--- src/rtl/code_loader_pkg.sv ---
// Shared types and constants for the code RAM boot loader.
package code_loader_pkg;

  localparam int CODE_ADDR_W = 8;
  localparam int CODE_DATA_W = 16;
  localparam logic [8:0] COUNT_ZERO_WORDS = 9'd256;

  typedef enum logic [2:0] {
    IDLE   = 3'd0,
    ADDR   = 3'd1,
    COUNT  = 3'd2,
    HI     = 3'd3,
    LO     = 3'd4,
    WRITE  = 3'd5,
    CHK    = 3'd6,
    FINISH = 3'd7
  } state_t;

  // States in which the loader takes a byte off the serial front end.
  function automatic logic is_rx_state(input state_t s);
    return (s == ADDR) || (s == COUNT) || (s == HI) || (s == LO) || (s == CHK);
  endfunction

  function automatic logic [8:0] frame_words(input logic [7:0] c);
    return (c == 8'd0) ? COUNT_ZERO_WORDS : {1'b0, c};
  endfunction

endpackage

--- src/rtl/code_loader_wdog.sv ---
// Inter-byte idle watchdog: counts enabled cycles since the last clear and
// flags the cycle on which the TIMEOUT_CYCLES-th idle cycle ends.
module code_loader_wdog #(
  parameter int TIMEOUT_CYCLES = 100000
) (
  input  logic clk,
  input  logic rst,
  input  logic clr,
  input  logic en,
  output logic timeout
);

  localparam int CW = (TIMEOUT_CYCLES > 1) ? $clog2(TIMEOUT_CYCLES + 1) : 1;
  localparam logic [CW-1:0] LAST = (TIMEOUT_CYCLES > 0) ? CW'(TIMEOUT_CYCLES - 1) : '0;

  logic [CW-1:0] cnt_r;
  logic          armed_s;

  // A zero TIMEOUT_CYCLES leaves the counter parked and never fires.
  always_comb begin
    armed_s = 1'b0;
    if (TIMEOUT_CYCLES != 0) begin
      armed_s = en && (cnt_r == LAST);
    end else begin
      armed_s = 1'b0;
    end
  end

  assign timeout = armed_s;

  // Idle cycle counter, saturating at the last count.
  always_ff @(posedge clk or posedge rst) begin
    if (rst) begin
      cnt_r <= '0;
    end else if (clr) begin
      cnt_r <= '0;
    end else if (en && (TIMEOUT_CYCLES != 0) && (cnt_r != LAST)) begin
      cnt_r <= cnt_r + 1'b1;
    end else begin
      cnt_r <= cnt_r;
    end
  end

endmodule

--- src/rtl/code_loader.sv ---
// Boot loader writing a framed byte stream into the code RAM while the CPU is
// held in reset. Optional trailing checksum byte: CODE_LOADER_CHECKSUM_EN.
module code_loader
  import code_loader_pkg::*;
#(
  parameter int TIMEOUT_CYCLES = 100000
) (
  input  logic                   CLK,
  input  logic                   RESET,
  input  logic                   START,
  input  logic [7:0]             RX_DATA,
  input  logic                   RX_VALID,
  output logic                   RX_READY,
  output logic                   WE,
  output logic [CODE_ADDR_W-1:0] WADDR,
  output logic [CODE_DATA_W-1:0] WDATA,
  output logic                   CPU_HOLD,
  output logic                   BUSY,
  output logic                   DONE,
  output logic                   ERROR
);

  state_t                 state_r;
  state_t                 state_s;
  logic [CODE_ADDR_W-1:0] addr_r;
  logic [7:0]             hi_r;
  logic [8:0]             rem_r;
  logic                   rx_ready_r;
  logic                   we_r;
  logic [CODE_ADDR_W-1:0] waddr_r;
  logic [CODE_DATA_W-1:0] wdata_r;
  logic                   hold_r;
  logic                   busy_r;
  logic                   done_r;
  logic                   error_r;
  logic                   accept_s;
  logic                   start_s;
  logic                   timeout_s;
  logic                   abort_s;

  assign accept_s = RX_VALID && rx_ready_r;
  assign start_s  = (state_r == IDLE) && START;

  code_loader_wdog #(
    .TIMEOUT_CYCLES(TIMEOUT_CYCLES)
  ) u_wdog (
    .clk    (CLK),
    .rst    (RESET),
    .clr    (accept_s || !rx_ready_r),
    .en     (rx_ready_r && !accept_s),
    .timeout(timeout_s)
  );

`ifdef CODE_LOADER_CHECKSUM_EN
  logic [7:0] sum_r;
  logic [7:0] sum_next_s;
  logic       chk_ok_s;

  assign sum_next_s = sum_r + RX_DATA;
  assign chk_ok_s   = (sum_next_s == 8'h00);

  // Running mod-256 sum of every accepted byte of the frame.
  always_ff @(posedge CLK or posedge RESET) begin
    if (RESET) begin
      sum_r <= 8'h00;
    end else if (start_s) begin
      sum_r <= 8'h00;
    end else if (accept_s) begin
      sum_r <= sum_next_s;
    end else begin
      sum_r <= sum_r;
    end
  end
`endif

  // Next-state logic; the watchdog overrides any waiting state.
  always_comb begin
    state_s = state_r;
    abort_s = 1'b0;
    case (state_r)
      IDLE: begin
        if (START) state_s = ADDR;
        else       state_s = IDLE;
      end
      ADDR: begin
        if (accept_s) state_s = COUNT;
        else          state_s = ADDR;
      end
      COUNT: begin
        if (accept_s) state_s = HI;
        else          state_s = COUNT;
      end
      HI: begin
        if (accept_s) state_s = LO;
        else          state_s = HI;
      end
      LO: begin
        if (accept_s) state_s = WRITE;
        else          state_s = LO;
      end
      WRITE: begin
        if (rem_r == 9'd0) begin
`ifdef CODE_LOADER_CHECKSUM_EN
          state_s = CHK;
`else
          state_s = FINISH;
`endif
        end else begin
          state_s = HI;
        end
      end
`ifdef CODE_LOADER_CHECKSUM_EN
      CHK: begin
        if (accept_s && chk_ok_s) begin
          state_s = FINISH;
        end else if (accept_s) begin
          state_s = IDLE;
          abort_s = 1'b1;
        end else begin
          state_s = CHK;
        end
      end
`endif
      FINISH:  state_s = IDLE;
      default: state_s = IDLE;
    endcase
    if (timeout_s) begin
      state_s = IDLE;
      abort_s = 1'b1;
    end else begin
      abort_s = abort_s;
    end
  end

  // State register and outputs registered from the next state.
  always_ff @(posedge CLK or posedge RESET) begin
    if (RESET) begin
      state_r    <= IDLE;
      rx_ready_r <= 1'b0;
      we_r       <= 1'b0;
      busy_r     <= 1'b0;
      hold_r     <= 1'b0;
    end else begin
      state_r    <= state_s;
      rx_ready_r <= is_rx_state(state_s);
      we_r       <= (state_s == WRITE);
      busy_r     <= (state_s != IDLE) && (state_s != FINISH);
      hold_r     <= (state_s != IDLE) && (state_s != FINISH);
    end
  end

  // Sticky status flags, cleared when a new frame starts.
  always_ff @(posedge CLK or posedge RESET) begin
    if (RESET) begin
      done_r  <= 1'b0;
      error_r <= 1'b0;
    end else if (start_s) begin
      done_r  <= 1'b0;
      error_r <= 1'b0;
    end else begin
      done_r  <= done_r || (state_s == FINISH);
      error_r <= error_r || abort_s;
    end
  end

  // Frame datapath: address, remaining words, high byte, write port.
  always_ff @(posedge CLK or posedge RESET) begin
    if (RESET) begin
      addr_r  <= '0;
      rem_r   <= 9'd0;
      hi_r    <= 8'h00;
      waddr_r <= '0;
      wdata_r <= '0;
    end else if (accept_s) begin
      case (state_r)
        ADDR:  addr_r <= RX_DATA;
        COUNT: rem_r  <= frame_words(RX_DATA);
        HI:    hi_r   <= RX_DATA;
        LO: begin
          waddr_r <= addr_r;
          wdata_r <= {hi_r, RX_DATA};
          addr_r  <= addr_r + 1'b1;
          rem_r   <= rem_r - 9'd1;
        end
        default: begin
          addr_r <= addr_r;
        end
      endcase
    end else begin
      addr_r <= addr_r;
    end
  end

  assign RX_READY = rx_ready_r;
  assign WE       = we_r;
  assign WADDR    = waddr_r;
  assign WDATA    = wdata_r;
  assign CPU_HOLD = hold_r;
  assign BUSY     = busy_r;
  assign DONE     = done_r;
  assign ERROR    = error_r;

endmodule

--- config.mk ---
export PLATFORM = sky130hd
export DESIGN_NAME = code_loader
export DESIGN_NICKNAME = d
export VERILOG_FILES = /design/src/rtl/code_loader_pkg.sv /design/src/rtl/code_loader_wdog.sv /design/src/rtl/code_loader.sv
export SDC_FILE = /design/constraint.sdc
export NUM_CORES = 1
export LEC_CHECK = 0
export BUFFER_PORTS_ARGS = -buffer_cell sky130_fd_sc_hd__buf_2
export CORE_ASPECT_RATIO = 0.75
export CORE_MARGIN = 3
export CORE_UTILIZATION = 58
export DETAILED_ROUTE_END_ITERATION = 10
export GPL_TIMING_DRIVEN = 0
export HOLD_SLACK_MARGIN = 0.08
export PLACE_DENSITY = 0.86
export SLEW_MARGIN = 20
export SYNTH_ARGS = -nofsm -noshare
export SYNTH_HDL_FRONTEND = slang
export SYNTH_HIERARCHICAL = 1
export SYNTH_SLANG_ARGS = --single-unit
--- constraint.sdc ---
create_clock -name CLK -period 2.4 [get_ports CLK]
set_input_delay 0.24 -clock CLK [delete_from_list [all_inputs] [get_ports CLK]]
set_output_delay 0.24 -clock CLK [all_outputs]
set_load 0.005 [all_outputs]
==> results.txt, run 1 <==
The run finished with clean final reports. The synthesis-stage register bit count is 74. The share of layout cells above drive strength 1 is 27.4%, and the routed via count is 3139.

For this run, the detailed router's first-pass iteration total came to 5. The number of hold violations in the final report is 0, and the switching power as a share of total power is 38.6%. For this run, the leading register cell type out of synthesis is sky130_fd_sc_hd__dfrtp_1. The worst slack at placement is 0.239 ns.

The total die area was 7460 sq um. For this run the aggregate overflow at the end of global routing stands at 0. The number of global-route vias before repair came out at 2927.

For this design the total switching power over the nets is 1740 uW. Summed over all layers, the routed wires come to 8.81 mm. The tools report the kind of launch point of the worst setup path as a register. The run gives 24.7% as the overall track demand over capacity in global routing. For the wire length of the first global-routing pass, the log shows 14.4 mm.

STA classifies the critical path endpoint as a register. Total nets after synthesis: 378. The H-tree was split into 3 levels. The worst setup path is of the reg2reg kind. The number of max-cap violations came out at 0. The root buffer cell chosen for the clock tree is sky130_fd_sc_hd__clkbuf_8. After detailed routing, the met3 layer carries 696 um of wire. Registers are responsible for 44.4% of the overall power. For the worst setup path, the data arrival time is 2.47 ns. After synthesis the cells add up to 3740 sq um.

Setup repair after global routing left no endpoint under its margin. Detailed placement ended at an HPWL of 6.27 mm. After detailed routing, the average wire length per cell comes to 17.7 um. The clock group share of total power is 21.1%, and the relative max-transition margin is 51.2%. The area growth from synthesis to layout is 13.6%.

The count of nets left with antenna violations once routing finished came out at 0. Counting flops with an async set or reset pin after synthesis yields a share of 100%. The number of antenna repair diodes is 0, and the number of clock sinks seen by CTS is 74. The highest metal layer with signal wires was met4. The area occupied by registers was 1850 sq um; the time the worst path needs with I/O delays and setup was 2.21 ns.

Yosys printed 6 warnings. The mux contribution to synthesized area came out at 7.89%. The number of pins with negative max-slew slack in the final report came out at 0. The setup TNS after final layout came out at 0 ns. The worst path meets setup with 0.191 ns of slack.

After synthesis, the largest family of logic cells by area is simple AND/OR/NAND/NOR gates. In this run, the combinational gates consume 34.5% of the power. TritonCTS built the clock tree. The final layout contains 431 nets.

The clock transition time at the flip-flop clock pins of the worst setup and hold paths was 0.09 ns. The compound-cell area share of the yosys netlist is 14.3%. The later-pin clock latency in the skew report is 0.37 ns. The power density over the cells was 1060 nW/um^2; the internal power component was 2760 uW. The data required time at the worst endpoint was 2.66 ns; the number of standard cells after synthesis was 362.

The run gives 0 as the initial antenna violation count. The region available for standard cell placement spans 6040 sq um. The count of input and output buffers was 41; the number of distinct library cell variants in the gate-level netlist after synthesis was 63. Derived from the worst setup path, the maximum achievable clock frequency is 0.453 GHz.

In this run, post-CTS repair resized a total of 0 instances. For the pin with the worst max-slew slack, the measured transition is 0.728 ns. In this run the core area contains 24 standard-cell rows.

TritonCTS created 9 clock buffers. The highest net fanout along the worst path is 7, and the die extent in y is 75.6 um. After detailed routing, the number of vias per cell comes to 6.30. The leakage power was 0.00198 uW; the area share of and/or/nand/nor cells after synthesis was 20.4%. The boundary pin count is 42. The area share of xor/xnor cells in the synthesized design was 2.57%. The pin count of the biggest net entering global routing was 58. Type of the worst min-delay path: in2reg.

The ratio of final minimum period to clock period was 92.0%. The highest ir drop seen on vdd was 581 uV. Clock skew on the completed layout was measured at 0.00813 ns. Sequential cells were found to cover 49.5% of the synthesized design area. The adder and majority gate portion of the synthesized area was 1.34%; the chip width was 98.8 um. Dividing the synthesized area by the synthesized cell count gives 10.3 sq um.

The starting density of the core is 62.0%. In the detailed route, the total length drawn on met2 is 4.02 mm. The longest clock path from root to sink contains 2 buffers. The logs give 3.97 mm for the met1 layer wirelength in the final routing and 1740 sq um for the total area of multi-input combinational cells.

Placer's final routability congestion estimate: 0.957. The number of setup violations in the final report is 0, and the count of flip-flops with a built-in enable after synthesis is 0. The run gives 331 as the initial detailed-routing violation count. The layout has 434 filler cells.

After detailed routing, the number of remaining DRC violations is 0.
[cell families (layout without fill, tap and decap cells)]
| kind of cell | Yosys count | in the layout |
|---|---|---|
| buffers and inverters | 28 | 86 |
| DFF | 74 | 74 |
| adders and majority gates | 4 | 4 |
| AOI/OAI and AO/OA | 85 | 85 |
| muxes | 26 | 26 |
| xor gates and xnor gates | 11 | 11 |
| and+or+nand+nor | 134 | 134 |
[power groups by stage]
stage | registers [uW] | clock network, uW | logic (uW)
after floorplan | 1930 | 0 | 1050
after global placement | 1960 | 0 | 1460
after detailed placement | 2000 | 0 | 1520
after CTS | 1980 | 964 | 1540
after global routing | 2040 | 1010 | 1730
final | 1990 | 949 | 1550
[cell usage in the layout, fill, tap and decap left out, drive strengths merged, types with 4 or more instances in the layout]
cell	Yosys	routed
clkbuf	7	16
nand4	5	5
nor2	25	25
and3	5	5
o2bb2ai	4	4
nand3	11	11
xor2	7	7
inv	8	13
buf	13	54
xnor2	4	4
o21ai	27	27
nor4	9	9
a21oi	23	23
or3	11	11
a31oi	5	5
nor3	7	7
dfrtp	74	74
mux2	25	25
nand2	42	42
ha	4	4
a22oi	4	4
nand2b	5	5
[cell usage after synthesis, drive strengths merged (5+ instances only)]
| cell | count | area share (%) |
|---|---|---|
| nand2 | 42 | 4.3 |
| dfrtp | 74 | 49 |
| nor2 | 25 | 2.9 |
| nand3 | 11 | 1.7 |
| or3 | 11 | 2.0 |
| nand2b | 5 | 0.84 |
| nor4 | 9 | 2.1 |
| clkbuf | 7 | 0.70 |
| nor3 | 7 | 1.5 |
| nand4 | 5 | 1.0 |
| buf | 13 | 2.6 |
| and3 | 5 | 0.84 |
| o21ai | 27 | 3.9 |
| xor2 | 7 | 1.6 |
| a21oi | 23 | 3.1 |
| a31oi | 5 | 0.84 |
| inv | 8 | 0.80 |
| mux2 | 25 | 7.6 |
[per-layer routing]
layer / up-vias / global-route usage, %
li1: 1417 / -
met2: 144 / 37.9
met4: 0 / 6.97
met5: - / 0
met1: 1561 / 34.4
met3: 17 / 7.59
[worst max-delay path, stage by stage (launching register included)]
cell and delay (ns):
sky130_fd_sc_hd__dfrtp_1 0.44, sky130_fd_sc_hd__nor2_1 0.16, sky130_fd_sc_hd__nand4_1 0.31, sky130_fd_sc_hd__nor3_1 0.51
sky130_fd_sc_hd__a21oi_1 0.11, sky130_fd_sc_hd__and3_1 0.17, sky130_fd_sc_hd__clkbuf_1 0.14, sky130_fd_sc_hd__a31o_2 0.25
[sequential cells by signal (all words and copies together), names as in the netlist]
signal        flops
WE                1
RX_READY          1
rem_r             9
u_wdog/cnt_r     17
WADDR             8
WDATA            16
state_r           3
BUSY              1
DONE              1
ERROR             1
hi_r              8
addr_r            8
[worst paths after layout]
| kind | to | depth (start not counted) | start | slack [ns] |
|---|---|---|---|---|
| max | DONE$_DFF_PP0_ | 7 | u_wdog/cnt_r[5]$_DFFE_PP0P_ | 0.19 |
| min | hi_r[0]$_DFFE_PP0N_ | 3 | RX_DATA[0] | 0.14 |
| max reg2reg | DONE$_DFF_PP0_ | 7 | u_wdog/cnt_r[5]$_DFFE_PP0P_ | 0.19 |
| min reg2reg | hi_r[5]$_DFFE_PP0N_ | 2 | hi_r[5]$_DFFE_PP0N_ | 0.48 |
| max in group asynchronous | rem_r[8]$_DFFE_PP0P_ | 3 | RESET | 1.39 |
| min in group asynchronous | ERROR$_DFF_PP0_ | 3 | RESET | 0.54 |
[stage by stage]
stage                     area [sq um]  util, %  power [uW]  instances  hold WS [ns]
after floorplan                   3740        -        2980        362         0.166
after global placement            4050     67.0        3420        481         0.375
after detailed placement          4050     67.1        3520        481         0.397
after CTS                         4250     70.4        4480        498         0.126
after global routing              4250     70.4        4780        498         0.132
final                             4250     70.4        4490        498         0.139
[area by class of cell]
cell class | instances | share of cell area (%)
flip-flops and latches | 74 | 43.6
clock inverters | 7 | 1.62
multi-input cells | 260 | 40.9
clock buffers | 9 | 2.91
repair buffers | 42 | 5.06
plain buffers | 20 | 2.91
well taps | 78 | 2.30
inverters | 8 | 0.765
[what timing repair did]
item,in CTS,in global routing
hold buffers,1,0
hold endpoints to repair,74,0
buffers inserted,0,0
Note: power is estimated with default switching activity, not from simulation.
==> run 2, diff against run 1 <==
- CORE_UTILIZATION: 58 -> 25
- CTS_CLUSTER_SIZE: default -> 20
- PLACE_DENSITY: 0.86 -> 0.48
==> run 2 against run 1 <==
  * Final cell count is 25% higher
  * Final area up 7.4%
  * Register-to-register slack gained 0.16 ns
  * Fmax increased by 8.0%
  * Flip-flop and latch count unchanged
  * Wire length rose by 4.2%
  * Sequential share of layout area is 3.0 points lower
==> results.txt, run 2 (same netlist as run 1, synthesis figures left out) <==
CP cell instances: nor2_1 -> nand4_1 -> nor3_2 -> a21oi_1 -> and3_1 -> clkbuf_1 -> a31o_2 (was nor2_1 -> nand4_1 -> nor3_1 -> a21oi_1 -> and3_1 -> clkbuf_1 -> a31o_2). The initial antenna violation count came out at 0 (unchanged). The ratio of final minimum period to clock period was 85.2% (was 92.0%); the delay of the slowest critical-path stage was 0.44 ns (was 0.51 ns). The routed length per placed instance was 14.8 um (was 17.7 um). Final worst setup slack: 0.356 ns (was 0.191 ns). The detailed-route vias per instance was 4.71 (was 6.30). The number of setup violations in the final report is 0 (unchanged), and the estimated wirelength of the detail-placed design is 6.53 mm (was 6.27 mm).

For the placer's final routability congestion estimate, the log shows 0.807 (was 0.957). Die extent in y: 112 um (was 75.6 um). The logs give 0 (unchanged) for the number of hold violations in the final report and 2926 (was 3139) for the routed via count. Setup repair after global routing left no endpoint under its margin. The tools report the worst hold slack across all endpoints as 0.159 ns (was 0.139 ns). The leakage power is 0.00204 uW (was 0.00198 uW), and the number of max-cap violations is 0 (unchanged). The run gives 15.3 mm (was 14.4 mm) as the wire length of the first global-routing pass. The total area of multi-input combinational cells was 1740 sq um (about the same); the number of pins with negative max-slew slack in the final report was 0 (unchanged). The data arrival at the endpoint of the critical path is 2.27 ns (was 2.47 ns), and the core region area is 14500 sq um (was 6040 sq um).

The clock transition time at the flip-flop clock pins of the worst setup and hold paths was 0.06 ns (was 0.09 ns). The pin count of the biggest net entering global routing came out at 41 (was 58). Most frequent cells in the layout: sky130_fd_sc_hd__dfrtp_1 (74), sky130_fd_sc_hd__buf_2 (47), sky130_fd_sc_hd__nand2_1 (41) (unchanged). The tools report the worst slack at placement as 0.236 ns (was 0.239 ns). Count of unresolved DRC violations after routing: 0 (unchanged). The data required time at the worst endpoint was 2.62 ns (was 2.66 ns).

The slew at the pin closest to its max-slew limit is 0.764 ns (was 0.728 ns). Kind of launch point of the worst setup path: a register (unchanged). The tools report the master cell of the clock root buffer as sky130_fd_sc_hd__clkbuf_16 (was sky130_fd_sc_hd__clkbuf_8). The run gives 11.5% (was 24.7%) as the overall track demand over capacity in global routing. The number of global-route vias before repair came out at 2929 (was 2927). The starting density of the core came out at 25.7% (was 62.0%). The type of the worst min-delay path was in2reg (unchanged). The remaining number of nets flagged by the antenna check after routing is 0 (unchanged).

The cell with the largest stage delay on the worst path is sky130_fd_sc_hd__dfrtp_1 (was sky130_fd_sc_hd__nor3_1). The endpoint kind of the worst setup timing path is a register (unchanged). For the highest ir drop seen on vdd, the log shows 380 uV (was 581 uV). The run gives 9.18 mm (was 8.81 mm) as the total detailed-routing wirelength. The boundary pin count was 42 (unchanged).

Top register by number of flip-flops: u_wdog/cnt_r (unchanged). The standard-cell row count came out at 38 (was 24). The later-pin clock latency in the skew report is 0.33 ns (was 0.37 ns). The power density over the cells is 1090 nW/um^2 (was 1060 nW/um^2).

The run gives 0 (unchanged) as the number of antenna repair diodes. The tools report the total number of nets in the final design as 432 (was 431). The setup TNS after final layout was 0 ns (unchanged); the CTS H-tree depth was 3 (unchanged). The flow ran to the end, and the final reports show no timing, DRC or antenna violations. The number of setup buffers added after CTS was 0 (unchanged); the highest net fanout along the worst path was 7 (unchanged). The post-route cell area was 4570 sq um (was 4250 sq um); the filler cell count was 1508 (was 434). The maximum clock frequency came out at 0.489 GHz (was 0.453 GHz). The chip width is 147 um (was 98.8 um), and the total power is 4980 uW (was 4490 uW). The clock tree skew after final layout is 0.00807 ns (was 0.00813 ns). Detailed-router iteration count before antenna repair: 5 (unchanged). TritonCTS built the clock tree. The number of flip-flops under the largest register name was 17 (unchanged); the time the worst path needs with I/O delays and setup was 2.04 ns (was 2.21 ns).

The share of layout cells above drive strength 1 is 27.8% (was 27.4%), and the area occupied by registers is 1850 sq um (unchanged). The kind of critical path is reg2reg (unchanged). The initial detailed-routing violation count was 230 (was 331).

The area growth from synthesis to layout was 22.0% (was 13.6%). The placed cell area came out at 4220 sq um (was 4050 sq um). The number of clock sinks seen by CTS was 74 (unchanged); the relative max-transition margin was 48.8% (was 51.2%). The buffer levels on the longest clock path was 2 (unchanged).

The number of CTS-inserted buffers is 9 (unchanged), and the count of input and output buffers is 41 (unchanged). The most common cell after layout, fill and taps aside is sky130_fd_sc_hd__dfrtp_1 (unchanged). The logs give 16500 sq um (was 7460 sq um) for the total die area and 0 (unchanged) for the total grt overflow.
## run 2: cell types whose count changed in the layout (fill, tap and decap cells not counted), sizes merged
cell      previous run  this run
inv                 13         8
buf                 54        55
clkinv               2         3
bufinv               0         2
clkinvlp             0         1
clkbuf              16        17
## run 2: final cells by class
cell class,count,area share [%]
sequential,74,40.6
buffer,20,2.71
clock buffer,10,5.23
multi-input combinational,260,38.2
timing repair buffer,43,5.15
inverter,8,0.713
tap,200,5.48
clock inverter,6,1.97
## run 2: worst paths after layout
kind / startpoint / slack [ns] / cells past startpoint / to
setup / recovery: u_wdog/cnt_r[5]$_DFFE_PP0P_ / 0.36 / 7 / DONE$_DFF_PP0_
hold / removal: RX_DATA[2] / 0.16 / 3 / hi_r[2]$_DFFE_PP0N_
setup reg to reg: u_wdog/cnt_r[5]$_DFFE_PP0P_ / 0.36 / 7 / DONE$_DFF_PP0_
hold reg to reg: hi_r[0]$_DFFE_PP0N_ / 0.47 / 2 / hi_r[0]$_DFFE_PP0N_
max in group asynchronous: RESET / 1.37 / 3 / u_wdog/cnt_r[12]$_DFFE_PP0P_
min in group asynchronous: RESET / 0.42 / 3 / WDATA[3]$_DFFE_PP0P_
## run 2: routing by layer
layer	vias up	wire length, um	global-route usage [%]
li1	1415	-	-
met1	1452	4730	16.9
met2	46	4020	17.1
met3	13	289	2.44
met4	0	145	3.29
met5	-	0	0
## run 2: what timing repair did
item	CTS	global route
endpoints found under the hold margin	34	0
hold buffers	1	0
gates resized for setup	0	1
setup endpoints to repair	0	2
## run 2: worst max-delay path, delay by kind of cell (launching register included)
kind | cells | cell delay (ns)
compound gates | 2 | 0.33
simple gates | 4 | 1.02
buf+inv | 1 | 0.13
flops | 1 | 0.44
## run 2: per-stage QoR
stage          utilization [%]  cells
2_1_floorplan                -    362
3_3_place_gp              28.9    603
3_5_place_dp              29.0    604
4_1_cts                   31.3    621
5_1_grt                   31.4    621
6_report                  31.4    621
## run 2: report_power, final
part           internal (uW)  leakage [uW]  total, uW  switching, uW
combinational            698      0.000924       1540            839
sequential              1660      0.000962       1970            310
clock                    940      0.000159       1470            533
==> run 3, diff against run 2 <==
- clock period: 2.4 -> 2.58 ns (I/O delays scaled with it)
==> run 3 against run 2 <==
  * First-iteration DRC count increased by 5.7%
  * Critical path type unchanged
  * Clock skew down 0.00072 ns
  * Wire length about the same
  * Fmax decreased by 6.9%
  * Total power shrank 7.0%
  * Critical path depth unchanged
==> results.txt, run 3 (same netlist as run 1, synthesis figures left out) <==
The number of hold violations in the final report came out at 0 (unchanged). The detailed-route vias per instance is 4.70 (was 4.71). The tools report the total detailed-routing wirelength as 9.18 mm (about the same).

The placed instance count was 604 (unchanged). The launch instance of the worst min-delay path is RX_DATA[2] (unchanged). The flow ran to the end, and the final reports show no timing, DRC or antenna violations. The setup TNS after final layout was 0 ns (unchanged). Most frequent cells in the layout: sky130_fd_sc_hd__dfrtp_1 (74), sky130_fd_sc_hd__buf_2 (47), sky130_fd_sc_hd__nand2_1 (41) (unchanged). For the leakage power, the log shows 0.00204 uW (about the same).

Most common cell after layout, fill and taps aside: sky130_fd_sc_hd__dfrtp_1 (unchanged). The chip width works out to 147 um (unchanged). Die extent in y: 112 um (unchanged). The top register by number of flip-flops is u_wdog/cnt_r (unchanged). The filler cell count is 1508 (unchanged), and the power density over the cells is 1020 nW/um^2 (was 1090 nW/um^2). The tools report the pin count of the biggest net entering global routing as 41 (unchanged). The tools report the remaining number of nets flagged by the antenna check after routing as 0 (unchanged).

Number of pins with negative max-slew slack in the final report: 0 (unchanged). The cell count of the worst reg-to-reg path works out to 7 (unchanged). The initial detailed-routing violation count is 243 (was 230), and the data arrival at the endpoint of the critical path is 2.42 ns (was 2.27 ns). Number of global-route vias before repair: 2929 (unchanged).

The buffer levels on the longest clock path is 2 (unchanged), and the number of max-cap violations is 0 (unchanged). The ratio of final minimum period to clock period is 85.1% (was 85.2%). The clock tree skew after final layout is 0.00735 ns (was 0.00807 ns), and the routed via count is 2920 (was 2926). The count of input and output buffers was 41 (unchanged). The slew at the pin closest to its max-slew limit is 0.746 ns (was 0.764 ns), and the number of standard cells in the layout, taps in and fillers out is 621 (unchanged). The overall track demand over capacity in global routing is 11.5% (unchanged), and the time the worst path needs with I/O delays and setup is 2.20 ns (was 2.04 ns). The run gives 38 (unchanged) as the standard-cell row count. The tools report the endpoint kind of the worst setup timing path as a register (unchanged). The tools report the estimated wirelength of the detail-placed design as 6.53 mm (unchanged). The total grt overflow is 0 (unchanged), and the worst-case register-to-register setup slack is 0.38 ns (was 0.36 ns).

Routed length per placed instance: 14.8 um (about the same). Area growth from synthesis to layout: 21.8% (was 22.0%). Critical register-to-register path endpoint: DONE$_DFF_PP0_ (unchanged).

For the total power, the log shows 4630 uW (was 4980 uW). The worst hold path endpoint was hi_r[2]$_DFFE_PP0N_ (unchanged). The placer's final routability congestion estimate was 0.807 (unchanged). The worst reg2reg path startpoint is u_wdog/cnt_r[5]$_DFFE_PP0P_ (unchanged).

The run gives 1740 sq um (about the same) as the total area of multi-input combinational cells. The tools report the count of unresolved DRC violations after routing as 0 (unchanged). Share of layout cells above drive strength 1: 27.6% (was 27.8%). The kind of critical path was reg2reg (unchanged). The tools report the kind of launch point of the worst setup path as a register (unchanged). The run gives 4 (was 5) as the detailed-router iteration count before antenna repair. For the wire length of the first global-routing pass, the log shows 15.3 mm (unchanged). The total die area was 16500 sq um (unchanged). The clock transition time at the flip-flop clock pins of the worst setup and hold paths came out at 0.06 ns (about the same). For the total number of nets in the final design, the log shows 432 (unchanged). The logs give 9 (unchanged) for the number of CTS-inserted buffers and 0 (unchanged) for the number of antenna repair diodes. The initial antenna violation count is 0 (unchanged). The highest net fanout along the worst path was 7 (unchanged); the data required time at the worst endpoint was 2.80 ns (was 2.62 ns). The tools report the boundary pin count as 42 (unchanged). The relative max-transition margin is 50.0% (was 48.8%).

The tools report the area occupied by registers as 1850 sq um (unchanged). TritonCTS built the clock tree. The run gives 25.7% (unchanged) as the starting density of the core. For the maximum clock frequency, the log shows 0.455 GHz (was 0.489 GHz). Setup repair after global routing left no endpoint under its margin.

The later-pin clock latency in the skew report was 0.33 ns (about the same). The CTS H-tree depth is 3 (unchanged), and the number of flip-flops under the largest register name is 17 (unchanged). The instance count along the most critical hold path came out at 3 (unchanged). The highest ir drop seen on vdd was 351 uV (was 380 uV); the core region area was 14500 sq um (unchanged). Type of the worst min-delay path: in2reg (unchanged). Number of setup violations in the final report: 0 (unchanged).

The number of clock sinks seen by CTS came out at 74 (unchanged). The tools report the master cell of the clock root buffer as sky130_fd_sc_hd__clkbuf_16 (unchanged).
==> run 3: what timing repair did <==
item,in CTS,in global routing
buffers inserted,0,0
hold buffers,1,0
endpoints found under the hold margin,28,0
resized for setup,0,0
==> run 3: worst max-delay path by stage <==
stage	from	endpoint	slack [ns]	depth (start not counted)
after global routing	u_wdog/cnt_r[5]$_DFFE_PP0P_	BUSY$_DFF_PP0_	0.14	7
after floorplan	u_wdog/cnt_r[0]$_DFFE_PP0P_	DONE$_DFF_PP0_	0.77	7
after global placement	RESET	WDATA[14]$_DFFE_PP0P_	0.02	2
after detailed placement	u_wdog/cnt_r[5]$_DFFE_PP0P_	DONE$_DFF_PP0_	0.42	7
final	u_wdog/cnt_r[5]$_DFFE_PP0P_	DONE$_DFF_PP0_	0.38	7
after CTS	u_wdog/cnt_r[5]$_DFFE_PP0P_	DONE$_DFF_PP0_	0.40	7
==> run 3: final cells by class <==
type                       instances  area share, %
inverter                           8          0.713
buffer                            20           2.72
tap                              200           5.49
clock buffer                      10           5.24
sequential                        74           40.6
clock inverter                     6           1.98
timing repair buffer              43           5.16
multi-input combinational        260           38.1
==> run 3: power breakdown <==
| part | internal (uW) | leakage, uW | switching (uW) |
|---|---|---|---|
| registers | 1540 | 0.000962 | 289 |
| logic | 650 | 0.000924 | 779 |
| clock network | 874 | 0.000159 | 496 |
==> run 3: metal layers <==
metal	track usage [%]	vias to the layer above	wire [um]
li1	-	1414	-
met1	16.9	1449	4790
met2	17.1	44	3970
met3	2.44	13	277
met4	3.29	0	145
met5	0	-	0
==> run 3: worst max-delay path: stages (launching register included) <==
cell,delay [ns]
sky130_fd_sc_hd__dfrtp_1,0.44
sky130_fd_sc_hd__nor2_1,0.16
sky130_fd_sc_hd__nand4_1,0.31
sky130_fd_sc_hd__nor3_1,0.53
sky130_fd_sc_hd__a21oi_1,0.11
sky130_fd_sc_hd__and3_1,0.17
sky130_fd_sc_hd__clkbuf_1,0.13
sky130_fd_sc_hd__a31o_2,0.24
==> run 3: per-stage QoR <==
stage               cell area (sq um)  util [%]  hold WS, ns  worst slack (ns)
finish                           4560      31.3        0.175             0.384
CTS                              4560      31.3        0.161             0.401
floorplan                        3740         -        0.184             0.768
detailed placement               4220      29.0        0.239             0.416
global placement                 4200      28.9        0.415            0.0233
global route                     4560      31.3        0.192             0.136
